### src/rtl/cpu_pkg.sv
// cpu_pkg: opcodes, instruction field positions and FSM state type shared by the core.
package cpu_pkg;
    localparam logic [1:0] OP_ADD = 2'b00;
    localparam logic [1:0] OP_LW  = 2'b01;
    localparam logic [1:0] OP_SW  = 2'b10;
    localparam logic [1:0] OP_J   = 2'b11;
    localparam int OP_HI  = 7;
    localparam int OP_LO  = 6;
    localparam int RS_HI  = 5;
    localparam int RS_LO  = 4;
    localparam int RT_HI  = 3;
    localparam int RT_LO  = 2;
    localparam int RD_HI  = 1;
    localparam int RD_LO  = 0;
    localparam int IMM_HI = 1;
    localparam int IMM_LO = 0;
    localparam int OFF_HI = 5;
    localparam int OFF_LO = 0;
    typedef enum logic [1:0] {ST_FETCH, ST_EXEC, ST_MEM} state_t;
endpackage

### src/rtl/cpu_dmem.sv
// cpu_dmem: data memory with synchronous write, registered read and
// reset initialisation of every word to its own index.
module cpu_dmem #(
    parameter int DATA_W     = 8,
    parameter int DMEM_DEPTH = 32
) (
    input  logic                          clock,
    input  logic                          reset,
    input  logic                          i_we,
    input  logic [$clog2(DMEM_DEPTH)-1:0] i_addr,
    input  logic [DATA_W-1:0]             i_wdata,
    output logic [DATA_W-1:0]             o_rdata
);
    logic [DATA_W-1:0] r_mem [DMEM_DEPTH];
    logic [DATA_W-1:0] r_rdata;

    always_ff @(posedge clock) begin
        if (reset) begin
            for (int i = 0; i < DMEM_DEPTH; i++) r_mem[i] <= DATA_W'(i);
            r_rdata <= '0;
        end else begin
            if (i_we) r_mem[i_addr] <= i_wdata;
            r_rdata <= r_mem[i_addr];
        end
    end

    assign o_rdata = r_rdata;
endmodule

### src/rtl/param_cpu_core.sv
// param_cpu_core: 4-register multi-cycle core (FETCH/EXEC/MEM) with ADD, LW, SW and J;
// register file and FSM live here, data memory is cpu_dmem.
module param_cpu_core
    import cpu_pkg::*;
#(
    parameter int DATA_W     = 8,
    parameter int ADDR_W     = 8,
    parameter int DMEM_DEPTH = 32
) (
    input  logic              clock,
    input  logic              reset,
    input  logic [7:0]        Instruction,
    input  logic              instr_valid,
    output logic              instr_ready,
    output logic [ADDR_W-1:0] read_address,
    input  logic [1:0]        reg_sel,
    output logic [DATA_W-1:0] reg_out,
    output logic              retire
);
    localparam int AW = $clog2(DMEM_DEPTH);

    state_t            r_state, w_next;
    logic [7:0]        r_ir;
    logic [ADDR_W-1:0] r_pc;
    logic [DATA_W-1:0] r_regs [4];
    logic [1:0]        w_op, w_rs, w_rt, w_rd, w_wsel;
    logic [DATA_W-1:0] w_sum, w_rdata, w_wdata;
    logic [AW-1:0]     w_maddr;
    logic [ADDR_W-1:0] w_pc_next;
    logic              w_reg_we, w_mem_we, w_pc_en, w_retire;

    assign w_op  = r_ir[OP_HI:OP_LO];
    assign w_rs  = r_ir[RS_HI:RS_LO];
    assign w_rt  = r_ir[RT_HI:RT_LO];
    assign w_rd  = r_ir[RD_HI:RD_LO];
    assign w_sum = r_regs[w_rs] + r_regs[w_rt];
    assign w_maddr = AW'(r_regs[w_rs] + DATA_W'($signed(r_ir[IMM_HI:IMM_LO])));
    assign w_pc_next = r_pc + ADDR_W'(1)
                     + (w_op == OP_J ? ADDR_W'($signed(r_ir[OFF_HI:OFF_LO])) : '0);

    always_comb begin
        w_next   = r_state;
        w_reg_we = 1'b0;
        w_mem_we = 1'b0;
        w_pc_en  = 1'b0;
        w_retire = 1'b0;
        w_wsel   = w_rd;
        w_wdata  = w_sum;
        case (r_state)
            ST_FETCH: w_next = instr_valid ? ST_EXEC : ST_FETCH;
            ST_EXEC: begin
                w_next   = (w_op == OP_LW) ? ST_MEM : ST_FETCH;
                w_reg_we = (w_op == OP_ADD);
                w_mem_we = (w_op == OP_SW);
                w_pc_en  = (w_op != OP_LW);
                w_retire = (w_op != OP_LW);
            end
            ST_MEM: begin
                w_next   = ST_FETCH;
                w_reg_we = 1'b1;
                w_wsel   = w_rt;
                w_wdata  = w_rdata;
                w_pc_en  = 1'b1;
                w_retire = 1'b1;
            end
            default: w_next = ST_FETCH;
        endcase
    end

    always_ff @(posedge clock) begin
        if (reset) r_state <= ST_FETCH;
        else       r_state <= w_next;
    end

    always_ff @(posedge clock) begin
        if (reset) begin
            r_pc <= '0;
            r_ir <= '0;
            for (int i = 0; i < 4; i++) r_regs[i] <= DATA_W'(i);
        end else begin
            if (r_state == ST_FETCH && instr_valid) r_ir <= Instruction;
            if (w_pc_en) r_pc <= w_pc_next;
            if (w_reg_we) r_regs[w_wsel] <= w_wdata;
        end
    end

    // Store data is R[rt]; the same address feeds the registered LW read.
    cpu_dmem #(.DATA_W(DATA_W), .DMEM_DEPTH(DMEM_DEPTH)) u_dmem (
        .clock   (clock),
        .reset   (reset),
        .i_we    (w_mem_we),
        .i_addr  (w_maddr),
        .i_wdata (r_regs[w_rt]),
        .o_rdata (w_rdata)
    );

    assign instr_ready  = (r_state == ST_FETCH);
    assign read_address = r_pc;
    assign reg_out      = r_regs[reg_sel];
    assign retire       = w_retire & ~reset;
endmodule

### config.mk
export PLATFORM = sky130hd
export DESIGN_NAME = param_cpu_core
export DESIGN_NICKNAME = d
export VERILOG_FILES = /design/src/rtl/cpu_pkg.sv /design/src/rtl/cpu_dmem.sv /design/src/rtl/param_cpu_core.sv
export SDC_FILE = /design/constraint.sdc
export NUM_CORES = 1
export LEC_CHECK = 0
export CAP_MARGIN = 20
export CORE_AREA = 2 2 236 168
export DETAILED_ROUTE_END_ITERATION = 12
export DIE_AREA = 0 0 238 170
export PLACE_DENSITY = 0.64
export RECOVER_POWER = 50
export SETUP_SLACK_MARGIN = 0.5
export SLEW_MARGIN = 20
export SYNTH_ARGS = -nofsm -noshare
export SYNTH_HDL_FRONTEND = slang
export SYNTH_SLANG_ARGS = --single-unit
### constraint.sdc
create_clock -name clock -period 3.6 [get_ports clock]
set_clock_uncertainty 0.15 [all_clocks]
set_input_delay 0.72 -clock clock [delete_from_list [all_inputs] [get_ports clock]]
set_output_delay 0.72 -clock clock [all_outputs]
set_load 0.02 [all_outputs]
; ---- After elaboration in Yosys (flattened, before gate mapping)
; Memories as Yosys holds them, arrays and structs flattened. A register that Yosys moved wholly into a read port is not among the register bits.
; Index checks and enable logic that the tools add are counted.
[totals]
in_bits = 13
regBits = 18
latchBits = 0
mem_bits_ro = 0
mem_bits_rw = 288
elab_cells = 49
memories = 2
out_inout_bits = 18
[memory_table]
columns = memory, depth, width, read_ports, rd_clocked_by_memory_dff, wr, line_no
row1 = u_dmem.r_mem, 32, 8, 1, 1, 32, cpu_dmem.sv:14  ; logic [DATA_W-1:0] r_mem [DMEM_DEPTH];
row2 = r_regs, 4, 8, 3, 2, 4, param_cpu_core.sv:25  ; logic [DATA_W-1:0] r_regs [4];
[classes]
mul = 0
n_div = 0
eq_ne = 6
order_cmp = 0
add_sub_neg = 4
mux = 27
shift = 0
reduce_logical = 5
n_bitwise = 2
[op_table]
columns = operator, n
row1 = $mux 8, 4
row2 = $add 8x8->8, 2
row3 = $reduce_or 8->1, 2
row4 = $mux 2, 7
row5 = $mux 1, 12
row6 = $add 8x1->8 const B, 1
row7 = $eq 2x2->1 const B, 3
row8 = $add 5x5->5, 1
row9 = $mux 5, 1
row10 = $eq 2x1->1 const B, 2
row11 = $logic_not 2->1, 2
row12 = $pmux 1 s2, 2
row13 = $pmux 2 s2, 1
row14 = $ne 2x1->1 const B, 1
row15 = $and 1x1->1, 1
row16 = $logic_and 1x1->1, 1
row17 = $not 1->1, 1

; ---- Logic depth before layout (Yosys ltp)
[logic_depth]
ltp_word = 7
mapped_depth = 16

; ---- Cells and area by module
; From an unflattened synthesis, not the netlist that was laid out.
[hier_totals]
cells_unflattened = 1225
hier_area_um2 = 15731.3
[modules_own_cells]
columns = mod, n_inst, area_each_um2, cells_each, seq_area_each_um2
row1 = cpu_dmem, 1, 12258.0, 909, 7847.5
row2 = param_cpu_core, 1, 3473.3, 316, 1401.3

; ---- Worst setup path after synthesis
; No wires, ideal clock.
[synth_path]
path_type = register to register
start = register with a tool-made name
end = memory u_dmem.r_mem[2][0] (enable)
period_less_slack_ns = 3.768
n_path_buf = 3
setup_slack_ns = -0.168
setup_time_ns = 0.334
stages_incl_launch_ff = 11
arrival_ns = 3.284
cell_sequence = dfxtp_1 buf_6 mux4_1 ha_1 fa_1 buf_2 buf_1 nand2_1 nor3_2 nand2_1 nand2b_1
[synth_rtl]
columns = item, line_no
row1 = end: declaration, cpu_dmem.sv:14

==> flow_summary.json <==
{
  "status": "finished, violations left",
  "violations": "max-capacitance violations, max-slew violations",
  "syn_to_final_growth_pct": 33.2,
  "required_ns": 3.74,
  "powerDensity_nw_per_um2": 469,
  "critPathLaunch": "r_regs[1][0]",
  "clk_latency_ns": 0.59,
  "worst_pin_slew_ns": 1.61,
  "synthMuxAreaShare": 0.153,
  "drc": 0,
  "crit_fanout": 4,
  "synth_common_cells": "edfxtp_1, nor2_1, nand2_1",
  "viasPerCell": 5.70,
  "cts_max_level": 1,
  "grt_usage": 0.209,
  "dp_hpwl_um": 26900,
  "place_ws_ns": 0.0442,
  "synth_fa_ha_area_frac": 0.0214,
  "wl_per_cell_um": 23.8,
  "setup_viol": 0,
  "min_path_type": "flip-flop to flip-flop",
  "synth_xor_area_frac": 0.00894,
  "gp_congestion": 0.862,
  "die_x_um": 238,
  "ys.flop_type": "edfxtp_1",
  "setup_slack_ns": 0.00227,
  "grt_use_met2": 0.299,
  "clkTransAtPathRegs_ns": 0.07,
  "max_freq_ghz": 0.278,
  "fin_crit_sh": 0.999,
  "clock_sinks": 318,
  "antenna_left": 0,
  "busiest_layer": "met1",
  "diodes": 0,
  "synth_top_area_frac": 0.572,
  "grt.met3_usage": 0.0540,
  "fin_cells": 1831,
  "synth_top_family_by_area": "multiplexers",
  "portBuffers": 30,
  "synth_top_cell_by_area": "edfxtp_1",
  "hold_path_startpoint": "read_address[4]",
  "grt_pass1_vias": 10077,
  "initial_utilization": 0.396,
  "timing.slew.headroom": -0.0701,
  "async_reset_ff_frac": 0,
  "rr_worst_depth": 10,
  "drt-total-wl_um": 43700,
  "fin_crit_ns": 3.60,
  "via_count": 10429,
  "die_h_um": 170,
  "synth_compound_area_frac": 0.0321,
  "root_buffer": "clkbuf_16",
  "post_synth.cell_area_avg_um2": 13.1,
  "synth-seq-cells": 318,
  "endpoint_kind": "flip-flop",
  "grt.overflow.total": 0,
  "cts_hold_buf": 0,
  "post-synth-top-count-cell": "edfxtp_1",
  "yosys.area_share.simple": 0.144,
  "yosysWarnings": 0,
  "maxCapViolations": 1,
  "drive_gt1_frac": 0.425,
  "worstHoldPathCells": 2,
  "cts_tree": "yes",
  "grt_pass1_wl_um": 63300,
  "netlist_area_um2": 15100,
  "drt_pass1_iterations": 5,
  "critPathLaunchType": "flip-flop",
  "num_rows": 60,
  "cp.arrival_ns": 3.73,
  "ios": 31,
  "die_area_um2": 40500,
  "crit_type": "flip-flop to flip-flop",
  "vdd_ir_drop_max_uv": 428,
  "cellLeakagePower_nw": 6.78,
  "yosysSeqAreaShare": 0.612,
  "synth.distinct_cells": 55,
  "cts_max_path_buffers": 3,
  "synth.area.top_cells": "edfxtp_1, mux4_2, nor2_1, dfxtp_1, nand2_1",
  "antenna_found_initial": 1,
  "drv_slew": 25,
  "placed_cells": 1694,
  "rr_startpoint": "r_regs[1][0]",
  "grt_setup_unrepaired": "yes",
  "nets": 1348,
  "drtIter0Drc": 1061,
  "hold_viol_final": 0,
  "use_met1": 0.318,
  "synth_nets": 1187,
  "grt_start_max_net_pins": 44,
  "syn_inst": 1150,
  "synth_edf_count": 288,
  "fin_setup_tns_ns": 0,
  "coreArea_um2": 38100,
  "cts_made_buffers": 31
}
[layer usage]
layer / part of all wire / vias up
met5: 0.00030 / -
met4: 0.027 / 2
met3: 0.10 / 87
met2: 0.44 / 495
met1: 0.43 / 5284
li1: - / 4561
[what timing repair did]
action | in CTS | in global routing
cloned | 5 | 3
pin swaps | 38 | 48
setup endpoints to repair | 536 | 535
setup buffers | 48 | 24
resized for setup | 230 | 315
[metrics by stage]
stage | util | area [um2] | power (mW) | hold slack (ns)
floorplan | - | 15600 | 5.21 | 0.289
global placement | 0.443 | 16900 | 5.67 | 0.312
detailed placement | 0.443 | 16900 | 5.68 | 0.319
CTS | 0.505 | 19200 | 9.26 | 0.328
global route | 0.528 | 20100 | 9.70 | 0.344
finish | 0.528 | 20100 | 9.44 | 0.320
[critical path, stage by stage, from the launching register on]
cell and delay (ns):
edfxtp_1 0.41, mux4_2 0.52, ha_4 0.19, fa_4 0.44
a21o_1 0.21, a21oi_2 0.12, xnor3_2 0.31, clkbuf_1 0.14
or2_4 0.28, nor2_1 0.35, nand2_1 0.16
[state kept, by name, indices dropped and copies added (netlist names), named ones only]
register / cells
u_dmem.o_rdata: 8
r_regs: 32
read_address: 8
r_state: 2
r_ir: 8
u_dmem.r_mem: 256
[placed cells by master, fill, tap and decap left out, types with 16 or more instances in the layout]
cell type / instances
nor2_4: 98
clkbuf_1: 24
nor2_2: 36
edfxtp_1: 288
a21oi_1: 21
mux2i_1: 17
inv_1: 24
buf_4: 60
nand3_1: 20
buf_12: 17
nand2_1: 106
nor2_1: 92
nand3_2: 20
mux4_2: 83
buf_6: 40
clkbuf_16: 35
ha_1: 19
nand2_8: 16
dfxtp_1: 29
nand2b_4: 25
[worst paths after layout]
check,to,slack (ns)
setup / recovery,u_dmem.r_mem[13][2],0.002
hold / removal,read_address[4],0.32
setup reg to reg,u_dmem.r_mem[13][2],0.002
hold reg to reg,read_address[4],0.32
[cells by family after synthesis]
logic type,after synthesis
compound gates,79
xor+xnor,13
fa+ha+maj,24
buf+inv,99
flops,318
mux,119
simple gates,498
[area by class of cell]
class / instances / area, um2
well taps: 496 / 621
multi-input cells: 734 / 7150
fillers: 3052 / 18000
clock buffers: 41 / 855
inverters: 24 / 90.1
clock inverters: 16 / 156
flip-flops and latches: 318 / 9250
repair buffers: 202 / 2010
[power breakdown]
part           switching, mW  total, mW  internal, mW
Sequential            0.0636       4.19          4.12
Combinational           1.10       1.97         0.873
Clock                   1.45       3.28          1.83
Total                   2.61       9.44          6.82
Power figures use the tool's default switching activity.
